**config.mk**
```make
export PLATFORM = sky130hd
export DESIGN_NAME = keypad_entry_flat
export DESIGN_NICKNAME = d
export VERILOG_FILES = /design/src/rtl/parking_pkg.sv /design/src/rtl/keypad_entry_if.sv /design/src/rtl/entry_timer.sv /design/src/rtl/keypad_entry.sv /design/src/flat_wrapper.sv
export SDC_FILE = /design/constraint.sdc
export NUM_CORES = 1
export LEC_CHECK = 0
export ABC_AREA = 1
export CORE_ASPECT_RATIO = 0.7
export CORE_UTILIZATION = 40
export CTS_CLUSTER_DIAMETER = 200
export DETAILED_ROUTE_END_ITERATION = 8
export PLACE_DENSITY = 0.75
export SETUP_SLACK_MARGIN = 0.5
export SYNTH_ARGS = -nofsm -noshare
export SYNTH_HDL_FRONTEND = slang
export SYNTH_SLANG_ARGS = --single-unit
```
**constraint.sdc**
```tcl
create_clock -name clk -period 1.5 [get_ports clk]
set_input_delay 0.225 -clock clk [delete_from_list [all_inputs] [get_ports clk]]
set_output_delay 0.225 -clock clk [all_outputs]
set_load 0.03 [all_outputs]
```
**src/rtl/parking_pkg.sv**
```systemverilog
// Shared definitions for the keypad entry controller: key codes, FSM state
// encoding, parameter defaults and a small helper for sizing counters.
// No ports.
package parking_pkg;

    localparam int DEF_TIMEOUT_CYCLES = 500;
    localparam int DEF_MAX_FAILS      = 3;
    localparam int DEF_LOCKOUT_CYCLES = 1000;

    localparam logic [3:0] KEY_CLEAR = 4'hA;
    localparam logic [3:0] KEY_ENTER = 4'hB;

    typedef logic [2:0] state_t;

    localparam state_t ST_IDLE        = 3'd0;
    localparam state_t ST_COLLECT     = 3'd1;
    localparam state_t ST_SUBMIT      = 3'd2;
    localparam state_t ST_WAIT_RESULT = 3'd3;
    localparam state_t ST_LOCKOUT     = 3'd4;

    function automatic int max_int(input int a, input int b);
        return (a > b) ? a : b;
    endfunction

endpackage

```
**src/rtl/keypad_entry_if.sv**
```systemverilog
// Keypad entry bus: key strobe/code and checker verdict going in, assembled
// digits, submit pulse and status pulses coming out.
//   master : keypad/checker side (drives key_valid, key_code, unlock)
//   slave  : keypad_entry controller
interface keypad_entry_if;

    logic       key_valid;
    logic [3:0] key_code;
    logic       unlock;
    logic [3:0] digit1;
    logic [3:0] digit2;
    logic [3:0] digit3;
    logic       lock_input;
    logic [1:0] digit_count;
    logic       access_ok;
    logic       entry_error;
    logic       locked_out;

    modport master (
        output key_valid, key_code, unlock,
        input  digit1, digit2, digit3, lock_input, digit_count,
               access_ok, entry_error, locked_out
    );

    modport slave (
        input  key_valid, key_code, unlock,
        output digit1, digit2, digit3, lock_input, digit_count,
               access_ok, entry_error, locked_out
    );

endinterface

```
**src/rtl/entry_timer.sv**
```systemverilog
// Loadable down-counter shared by the inactivity timeout and the lockout.
//   clk, rst   : clock, asynchronous active-low reset
//   load       : load load_value (has priority over tick)
//   load_value : start value; done rises after load_value further ticks
//   tick       : decrement by one, holds at zero
//   done       : count is zero
module entry_timer #(
    parameter int WIDTH = 10
) (
    input  logic             clk,
    input  logic             rst,
    input  logic             load,
    input  logic [WIDTH-1:0] load_value,
    input  logic             tick,
    output logic             done
);

    logic [WIDTH-1:0] count;

    always_ff @(posedge clk or negedge rst) begin
        if (!rst) begin
            count <= '0;
        end else if (load) begin
            count <= load_value;
        end else if (tick && (count != '0)) begin
            count <= count - WIDTH'(1);
        end
    end

    assign done = (count == '0);

endmodule

```
**src/rtl/keypad_entry.sv**
```systemverilog
// Three-digit keypad entry controller with submit handshake, inactivity
// timeout and lockout after repeated rejected codes.
//   clk : rising-edge clock
//   rst : asynchronous active-low reset
//   bus : keypad_entry_if.slave (keys/verdict in, digits/pulses out)
//
// state          | meaning
// ST_IDLE        | no digits held, waiting for first digit
// ST_COLLECT     | 1-3 digits held, inactivity timer running
// ST_SUBMIT      | lock_input high for one cycle, digits stable
// ST_WAIT_RESULT | sample unlock verdict, update fail count
// ST_LOCKOUT     | locked_out high, keys dropped, lockout timer running
module keypad_entry
    import parking_pkg::*;
#(
    parameter int TIMEOUT_CYCLES = DEF_TIMEOUT_CYCLES,
    parameter int MAX_FAILS      = DEF_MAX_FAILS,
    parameter int LOCKOUT_CYCLES = DEF_LOCKOUT_CYCLES
) (
    input logic           clk,
    input logic           rst,
    keypad_entry_if.slave bus
);

    localparam int TMAX = max_int(TIMEOUT_CYCLES, LOCKOUT_CYCLES);
    localparam int TW   = (TMAX > 1) ? $clog2(TMAX) : 1;
    localparam int FW   = $clog2(MAX_FAILS + 1);

    // The timer signals done on the cycle it reaches zero, so load N-1 to
    // get an N-cycle window.
    localparam logic [TW-1:0] TIMEOUT_LOAD = TW'(TIMEOUT_CYCLES - 1);
    localparam logic [TW-1:0] LOCKOUT_LOAD = TW'(LOCKOUT_CYCLES - 1);
    localparam logic [FW-1:0] FAIL_LIMIT   = FW'(MAX_FAILS);

    state_t          state, state_nx;
    logic [3:0]      d1, d2, d3, d1_nx, d2_nx, d3_nx;
    logic [1:0]      cnt, cnt_nx;
    logic [FW-1:0]   fails, fails_nx;
    logic            lock_q, ok_q, err_q, locked_q;
    logic            ok_nx, err_nx;
    logic            key_live, key_digit;
    logic            t_load, t_tick, t_done;
    logic [TW-1:0]   t_value;

    // Codes 0xC-0xF never count as activity.
    assign key_live  = bus.key_valid && (bus.key_code <= KEY_ENTER);
    assign key_digit = key_live && (bus.key_code <= 4'd9);

    entry_timer #(.WIDTH(TW)) u_timer (
        .clk        (clk),
        .rst        (rst),
        .load       (t_load),
        .load_value (t_value),
        .tick       (t_tick),
        .done       (t_done)
    );

    always_comb begin
        state_nx = state;
        d1_nx    = d1;
        d2_nx    = d2;
        d3_nx    = d3;
        cnt_nx   = cnt;
        fails_nx = fails;
        ok_nx    = 1'b0;
        err_nx   = 1'b0;
        t_load   = 1'b0;
        t_value  = TIMEOUT_LOAD;
        t_tick   = 1'b0;

        case (state)
            ST_IDLE: begin
                if (key_digit) begin
                    d1_nx    = bus.key_code;
                    cnt_nx   = 2'd1;
                    t_load   = 1'b1;
                    state_nx = ST_COLLECT;
                end else if (key_live && (bus.key_code == KEY_CLEAR)) begin
                    {d1_nx, d2_nx, d3_nx} = '0;
                    cnt_nx = 2'd0;
                end
            end
            ST_COLLECT: begin
                if (key_live) begin
                    // Any accepted key, even a surplus fourth digit,
                    // restarts the inactivity window; it also beats a
                    // timeout landing on the same cycle.
                    t_load = 1'b1;
                    if (key_digit) begin
                        case (cnt)
                            2'd1: begin
                                d2_nx  = bus.key_code;
                                cnt_nx = 2'd2;
                            end
                            2'd2: begin
                                d3_nx  = bus.key_code;
                                cnt_nx = 2'd3;
                            end
                            default: ;
                        endcase
                    end else if (bus.key_code == KEY_CLEAR) begin
                        {d1_nx, d2_nx, d3_nx} = '0;
                        cnt_nx   = 2'd0;
                        state_nx = ST_IDLE;
                    end else if (cnt == 2'd3) begin
                        state_nx = ST_SUBMIT;
                    end else begin
                        err_nx   = 1'b1;
                        {d1_nx, d2_nx, d3_nx} = '0;
                        cnt_nx   = 2'd0;
                        state_nx = ST_IDLE;
                    end
                end else if (t_done) begin
                    err_nx   = 1'b1;
                    {d1_nx, d2_nx, d3_nx} = '0;
                    cnt_nx   = 2'd0;
                    state_nx = ST_IDLE;
                end else begin
                    t_tick = 1'b1;
                end
            end
            ST_SUBMIT: begin
                state_nx = ST_WAIT_RESULT;
            end
            ST_WAIT_RESULT: begin
                {d1_nx, d2_nx, d3_nx} = '0;
                cnt_nx = 2'd0;
                if (bus.unlock) begin
                    ok_nx    = 1'b1;
                    fails_nx = '0;
                    state_nx = ST_IDLE;
                end else begin
                    err_nx   = 1'b1;
                    fails_nx = (fails == FAIL_LIMIT) ? fails : fails + FW'(1);
                    if (fails_nx == FAIL_LIMIT) begin
                        t_load   = 1'b1;
                        t_value  = LOCKOUT_LOAD;
                        state_nx = ST_LOCKOUT;
                    end else begin
                        state_nx = ST_IDLE;
                    end
                end
            end
            ST_LOCKOUT: begin
                if (t_done) begin
                    fails_nx = '0;
                    state_nx = ST_IDLE;
                end else begin
                    t_tick = 1'b1;
                end
            end
            default: begin
                state_nx = ST_IDLE;
            end
        endcase
    end

    always_ff @(posedge clk or negedge rst) begin
        if (!rst) begin
            state    <= ST_IDLE;
            d1       <= '0;
            d2       <= '0;
            d3       <= '0;
            cnt      <= '0;
            fails    <= '0;
            lock_q   <= 1'b0;
            ok_q     <= 1'b0;
            err_q    <= 1'b0;
            locked_q <= 1'b0;
        end else begin
            state    <= state_nx;
            d1       <= d1_nx;
            d2       <= d2_nx;
            d3       <= d3_nx;
            cnt      <= cnt_nx;
            fails    <= fails_nx;
            lock_q   <= (state_nx == ST_SUBMIT);
            ok_q     <= ok_nx;
            err_q    <= err_nx;
            locked_q <= (state_nx == ST_LOCKOUT);
        end
    end

    assign bus.digit1      = d1;
    assign bus.digit2      = d2;
    assign bus.digit3      = d3;
    assign bus.digit_count = cnt;
    assign bus.lock_input  = lock_q;
    assign bus.access_ok   = ok_q;
    assign bus.entry_error = err_q;
    assign bus.locked_out  = locked_q;

endmodule

```
**src/flat_wrapper.sv**
```systemverilog
// flat-port wrapper written by rule: the top's interface ports become plain ports
module keypad_entry_flat import parking_pkg::*;
#(
    parameter int TIMEOUT_CYCLES = DEF_TIMEOUT_CYCLES,
    parameter int MAX_FAILS      = DEF_MAX_FAILS,
    parameter int LOCKOUT_CYCLES = DEF_LOCKOUT_CYCLES
)
  (clk, rst, bus_key_valid, bus_key_code, bus_unlock, bus_digit1, bus_digit2, bus_digit3, bus_lock_input, bus_digit_count, bus_access_ok, bus_entry_error, bus_locked_out);
  keypad_entry_if bus_i ();
  input logic clk;
  input logic rst;
  input wire logic [$bits(bus_i.key_valid)-1:0] bus_key_valid;
  input wire logic [$bits(bus_i.key_code)-1:0] bus_key_code;
  input wire logic [$bits(bus_i.unlock)-1:0] bus_unlock;
  output wire logic [$bits(bus_i.digit1)-1:0] bus_digit1;
  output wire logic [$bits(bus_i.digit2)-1:0] bus_digit2;
  output wire logic [$bits(bus_i.digit3)-1:0] bus_digit3;
  output wire logic [$bits(bus_i.lock_input)-1:0] bus_lock_input;
  output wire logic [$bits(bus_i.digit_count)-1:0] bus_digit_count;
  output wire logic [$bits(bus_i.access_ok)-1:0] bus_access_ok;
  output wire logic [$bits(bus_i.entry_error)-1:0] bus_entry_error;
  output wire logic [$bits(bus_i.locked_out)-1:0] bus_locked_out;
  assign bus_i.key_valid = bus_key_valid;
  assign bus_i.key_code = bus_key_code;
  assign bus_i.unlock = bus_unlock;
  assign bus_digit1 = bus_i.digit1;
  assign bus_digit2 = bus_i.digit2;
  assign bus_digit3 = bus_i.digit3;
  assign bus_lock_input = bus_i.lock_input;
  assign bus_digit_count = bus_i.digit_count;
  assign bus_access_ok = bus_i.access_ok;
  assign bus_entry_error = bus_i.entry_error;
  assign bus_locked_out = bus_i.locked_out;
  keypad_entry #(.TIMEOUT_CYCLES(TIMEOUT_CYCLES), .MAX_FAILS(MAX_FAILS), .LOCKOUT_CYCLES(LOCKOUT_CYCLES)) u_core (.clk(clk), .rst(rst), .bus(bus_i));
endmodule
```
==> results.py, run 1 <==
metrics = {
    "cells_and_area": {
        "area_growth_syn_to_layout_pct": 54.1,
        "diodes": 0,
        "drive_above_1_share_pct": 36.7,
        "final_cell_count_no_fill": 390,
        "nNetsFinal": 346,
        "utilization_pct": 65.0,
        "post-route-cell-area_sq_um": 2850,
    },
    "synth": {
        "synth_area_leader_cell": "dfrtp_1",
        "yosys.area_share.adder_pct": 2.71,
        "synth_simple_gate_area_share_pct": 38.1,
        "synth_cell_type_count": 24,
        "synth_seq_cells": 33,
        "synth.area.top_cells": "dfrtp_1, nand2_1, inv_1",
        "synthTopCellsByCount": "nand2_1, inv_1, dfrtp_1, nand3_1, nor2_1",
        "yosysMostFrequentCell": "nand2_1",
        "ys_seq_area_share_pct": 44.7,
        "synth.avg_cell_area_sq_um": 7.36,
        "ys.warnings.count": 0,
        "synth_edf_count": 0,
        "synthXorXnorAreaFrac_pct": 1.42,
        "synth_nets": 263,
        "async_reset_ff_share_pct": 100,
        "synthCells": 251,
        "synth_compound_area_share_pct": 4.88,
        "synthMuxAreaShare_pct": 0,
        "syn_area_sq_um": 1850,
        "netlist.area_leader.share_pct": 44.7,
        "synth_top_family_by_area": "simple AND/OR/NAND/NOR gates",
        "synth_ff_type": "dfrtp_1",
    },
    "setup_path": {
        "path_buf_inv": 1,
        "crit_fanout": 6,
        "path_class": "reg -> reg",
        "slowest_stage": "dfrtp_1",
        "crit_arrival_ps": 1810,
        "slowest_delay_ps": 390,
        "r2r_start": "u_core.u_timer.count[0]$_DFFE_PN0P_",
        "startpoint_type": "flip-flop",
        "path_delay_family": "simple AND/OR/NAND/NOR gates",
        "path_cells": "inv_2, ha_4, nand2_4, nor2_4, nand3_4, nand3_4, nand3_2, nor2_4, nand2_1, nand2_1",
        "cp-startpoint": "u_core.u_timer.count[0]$_DFFE_PN0P_",
        "endpoint_kind": "flip-flop",
        "required_ps": 1720,
    },
    "sta": {
        "final_hold_viol_count": 0,
        "tightest_slew_ps": 358,
        "rsz0062_at_grt": "yes",
        "slew_violations": 0,
        "setup_slack_ps": -84.5,
        "slew_headroom_pct": 75.9,
        "fin_crit_ps": 1580,
        "setup_violations": 23,
        "fmax_mhz": 631,
        "fin_crit_sh_pct": 106,
        "final.setup_skew_ps": 3.15,
    },
    "die": {
        "dieHeight_microns": 58.9,
        "die_x_microns": 83.2,
        "initial_utilization_pct": 42.2,
        "rows": 20,
        "io_pins": 26,
        "die_area_sq_um": 4900,
        "core_area_sq_um": 4380,
    },
    "flow_run": {
        "drv_cap": 0,
    },
    "pwr": {
        "p_clk_share_pct": 17.3,
        "switching_share_pct": 40.0,
        "p_leak_uw": 0.00156,
        "seqPwrFrac_pct": 33.1,
        "power.internal_uw": 2230,
        "combPwrFrac_pct": 49.6,
        "p_sw_uw": 1490,
        "powerDensity_nw_per_um2": 1310,
        "irDropWorstVdd_v": 0.000726,
    },
    "hold_path": {
        "hold_path_class": "in -> async",
    },
    "cts": {
        "clock_latency_ps": 280,
        "numCtsBuffers": 5,
        "h-tree-depth": 2,
        "cts_tree": "done",
        "cts_num_sinks": 33,
        "postCtsHoldBufs": 0,
        "cts_max_path_buffers": 2,
        "clk_pin_slew_ps": 70,
        "root_buffer": "clkbuf_8",
    },
    "placement": {
        "dp_worst_setup_slack_ps": -331,
        "dpl.hpwl_mm": 3.28,
        "portBuffers": 25,
        "dpl_cell_area_sq_um": 2480,
        "placed_cells": 361,
        "place_congestion": 0.837,
    },
    "drt": {
        "ant_nets": 0,
        "drc": 0,
        "routed_wl_mm": 5.08,
        "vias": 1865,
        "drtPass1Iterations": 4,
        "first_iter_violations": 174,
        "vias_per_cell": 4.78,
        "wl_per_cell_microns": 13.0,
    },
    "status": {
        "status": "finished with violations",
        "violations": "setup timing",
    },
    "global_route": {
        "antenna_found_initial": 0,
        "gr-total-overflow": 0,
        "grt_pass1_wl_mm": 7.94,
        "grt_pass1_vias": 1727,
        "grt_max_degree": 34,
        "grt_usage_pct": 21.2,
    },
}
## cells by family after synthesis
group / count (synthesis)
adders and majority gates: 4
DFF: 33
AOI/OAI and AO/OA: 17
and+or+nand+nor: 156
buffers and inverters: 38
xor gates and xnor gates: 3
## layout make-up
cell class,instances,area [sq um]
well taps,55,68.8
repair buffers,77,703
inverters,37,145
fillers,334,1530
multi-input cells,180,1020
clock buffers,8,80.1
flip-flops and latches,33,828
## registers in the layout, indices dropped and copies added, names as in the netlist, 2 cells and up
| name | flops |
|---|---|
| u_core.fails | 2 |
| u_core.bus.digit3 | 4 |
| u_core.u_timer.count | 10 |
| u_core.bus.digit1 | 4 |
| u_core.state | 3 |
| u_core.bus.digit2 | 4 |
| u_core.bus.digit_count | 2 |
## layout by cell type (no fill, tap or decap), types with 5 or more instances in the layout
cell type / n
o21ai_1: 7
nand2_2: 5
inv_2: 7
dfrtp_1: 31
a21oi_2: 5
nand3_1: 23
nor2_4: 7
buf_6: 22
nand2_1: 77
nor2_1: 19
buf_4: 46
clkdlybuf4s50_1: 7
nand2_4: 7
inv_1: 27
clkbuf_8: 5
## timing repair
action / CTS / global route
resized for setup: 144 / 19
pin swaps: 4 / 8
setup buffers: 14 / 7
endpoints found under the setup margin: 50 / 51
## per-stage QoR
step                TNS (ps)  hold slack, ps  power (uW)
floorplan                  0           -70.6        2160
global placement       -6060             465        2730
detailed placement     -7190             465        2770
CTS                     -481             315        3620
global route           -3230             332        3940
finish                  -862             310        3710
## layer usage
layer | track usage, % | wire (microns) | vias to the layer above
met2 | 33.6 | 2370 | 47
li1 | - | - | 949
met5 | 0 | 0 | -
met4 | 6.16 | 19 | 0
met3 | 5.33 | 297 | 2
met1 | 29.2 | 2390 | 867
## power groups by stage
stage	logic (uW)	registers [uW]	clock network, uW
after floorplan	750	1410	0
after global placement	1510	1220	0
after detailed placement	1550	1220	0
after CTS	1730	1220	662
after global routing	1980	1250	713
final	1840	1230	642
## worst paths after layout
check	endpoint	slack, ps	cells past startpoint
setup / recovery	u_core.bus.digit3[3]$_DFFE_PN0P_	-80	10
hold / removal	u_core.u_timer.count[6]$_DFFE_PN0P_	310	2
setup reg to reg	u_core.bus.digit3[3]$_DFFE_PN0P_	-80	10
hold reg to reg	u_core.u_timer.count[6]$_DFFE_PN0P_	500	2
max in group asynchronous	u_core.bus.digit_count[0]$_DFFE_PN0P_	990	2
min in group clk	u_core.u_timer.count[6]$_DFFE_PN0P_	500	2
(Power assumes the default switching activity.)
==> run 2, diff against run 1 <==
CORE_UTILIZATION = 45   (was 40)
CTS_CLUSTER_DIAMETER = default   (was 200)
PLACE_DENSITY = 0.81   (was 0.75)
==> results.py, run 2 (same netlist as run 1, synthesis figures left out) <==
metrics = {
    "die": {
        "io_pins": 26,
        "initial_utilization_pct": 47.1,
        "die_area_sq_um": 4370,
        "core_area_sq_um": 3920,
        "die_x_microns": 78.6,
        "rows": 19,
        "dieHeight_microns": 55.6,
    },
    "cts": {
        "root_buffer": "clkbuf_8",
        "clock_latency_ps": 290,
        "cts_tree": "done",
        "numCtsBuffers": 5,
        "postCtsHoldBufs": 0,
        "cts_num_sinks": 33,
        "clk_pin_slew_ps": 70,
        "cts_max_path_buffers": 2,
        "h-tree-depth": 2,
    },
    "sta": {
        "finalSetupTns_ps": -1450,
        "slew_violations": 0,
        "slew_headroom_pct": 73.5,
        "fin_crit_ps": 1630,
        "holdWs_ps": 316,
        "final.setup_skew_ps": 7.66,
        "rsz0062_at_grt": "yes",
        "final_hold_viol_count": 0,
        "tightest_slew_ps": 394,
        "setup_slack_ps": -128,
        "fmax_mhz": 614,
        "setup_violations": 21,
        "fin_crit_sh_pct": 109,
    },
    "placement": {
        "portBuffers": 25,
        "dpl_cell_area_sq_um": 2480,
        "dpl.hpwl_mm": 3.54,
        "place_congestion": 1.01,
    },
    "drt": {
        "ant_nets": 0,
        "vias_per_cell": 4.88,
        "first_iter_violations": 92,
        "routed_wl_mm": 5.16,
        "met2_wirelength_mm": 2.43,
        "met1Wirelength_mm": 2.42,
        "vias": 1880,
        "drtPass1Iterations": 5,
        "routed.top_layer": "met4",
        "wl_per_cell_microns": 13.4,
        "drc": 0,
        "routed-wl-met3_microns": 230,
    },
    "cells_and_area": {
        "utilization_pct": 71.4,
        "largest_register_ffs": 10,
        "top_register": "u_core.u_timer.count",
        "area_growth_syn_to_layout_pct": 51.6,
        "layout_commonest_cell": "nand2_1",
        "post-route-cell-area_sq_um": 2800,
        "drive_above_1_share_pct": 35.7,
        "final_cell_mix": "nand2_1, buf_4, dfrtp_1",
        "fillers": 292,
        "nNetsFinal": 344,
        "diodes": 0,
    },
    "global_route": {
        "grt_pass1_vias": 1798,
        "grt_usage_pct": 23.9,
        "grt_pass1_wl_mm": 7.95,
        "gr-total-overflow": 0,
        "grt_max_degree": 34,
        "antenna_found_initial": 0,
    },
    "setup_path": {
        "required_ps": 1670,
        "endpoint_kind": "flip-flop",
        "path_class": "reg -> reg",
        "rr_worst_depth": 10,
        "startpoint_type": "flip-flop",
        "crit_fanout": 11,
        "crit_arrival_ps": 1800,
    },
    "pwr": {
        "powerDensity_nw_per_um2": 1320,
        "irDropWorstVdd_v": 0.000716,
        "p_leak_uw": 0.00155,
    },
    "status": {
        "status": "finished with violations",
        "violations": "setup timing",
    },
    "flow_run": {
        "drv_cap": 0,
    },
    "hold_path": {
        "hold_path_class": "in -> async",
    },
}
==> run 2: cell types whose count changed in the layout (fill, tap and decap cells not counted), moves of 2 or more <==
cell | before | now
buf_4 | 46 | 48
inv_4 | 2 | 0
buf_6 | 22 | 19
o21ai_2 | 0 | 2
==> run 2: area by class of cell <==
class	instances	area (sq um)	share of cell area [%]
tap	52	65.1	2.32
inverter	37	140	5.01
sequential	33	828	29.6
timing repair buffer	75	667	23.8
clock buffer	8	90.1	3.22
multi-input combinational	180	1010	36.0
==> run 2: repair_timing <==
action | 4_1_cts | 5_1_grt
setup buffers | 6 | 11
gates cloned | 0 | 0
resized for setup | 131 | 25
setup endpoints to repair | 51 | 51
pin swaps | 0 | 11
==> run 2: routing by layer <==
layer,vias up,GRT usage (%)
met5,-,0
met4,0,8.20
met3,9,5.57
met2,52,37.0
met1,874,33.0
li1,945,-
==> run 2: path summary, 6_finish.rpt <==
check | startpoint | end | slack (ps)
setup reg to reg | u_core.u_timer.count[0]$_DFFE_PN0P_ | u_core.u_timer.count[1]$_DFFE_PN0P_ | -130
hold / removal | rst | u_core.bus.digit3[2]$_DFFE_PN0P_ | 320
min in group clk | bus_key_code[3] | u_core.bus.digit3[3]$_DFFE_PN0P_ | 390
max in group asynchronous | rst | u_core.bus.digit_count[0]$_DFFE_PN0P_ | 1000
hold reg to reg | u_core.u_timer.count[6]$_DFFE_PN0P_ | u_core.u_timer.count[6]$_DFFE_PN0P_ | 510
setup / recovery | u_core.u_timer.count[0]$_DFFE_PN0P_ | u_core.u_timer.count[1]$_DFFE_PN0P_ | -130
==> run 2: power by group <==
group	leakage (uW)	switching (uW)	internal (uW)
Combinational	0.00109	1010	774
Clock	0.0000455	315	374
Sequential	0.000415	158	1070
Total	0.00155	1480	2220
==> run 2: per-stage QoR <==
step | worst slack, ps | std cells | total power, uW
floorplan | 14.7 | 251 | 2160
CTS | -102 | 374 | 3540
finish | -128 | 385 | 3710
global route | -247 | 385 | 3940
global placement | -263 | 360 | 2710
detailed placement | -374 | 360 | 2760
==> run 2: critical path, stage by stage (launching register included) <==
cell and delay (ps):
dfrtp_1 390, inv_2 80, ha_4 140, nand2_4 50, nor2_4 110, nand3_4 110, nand3_4 190, nand2_8 110
buf_4 150, o21ai_1 120, nand2_1 60
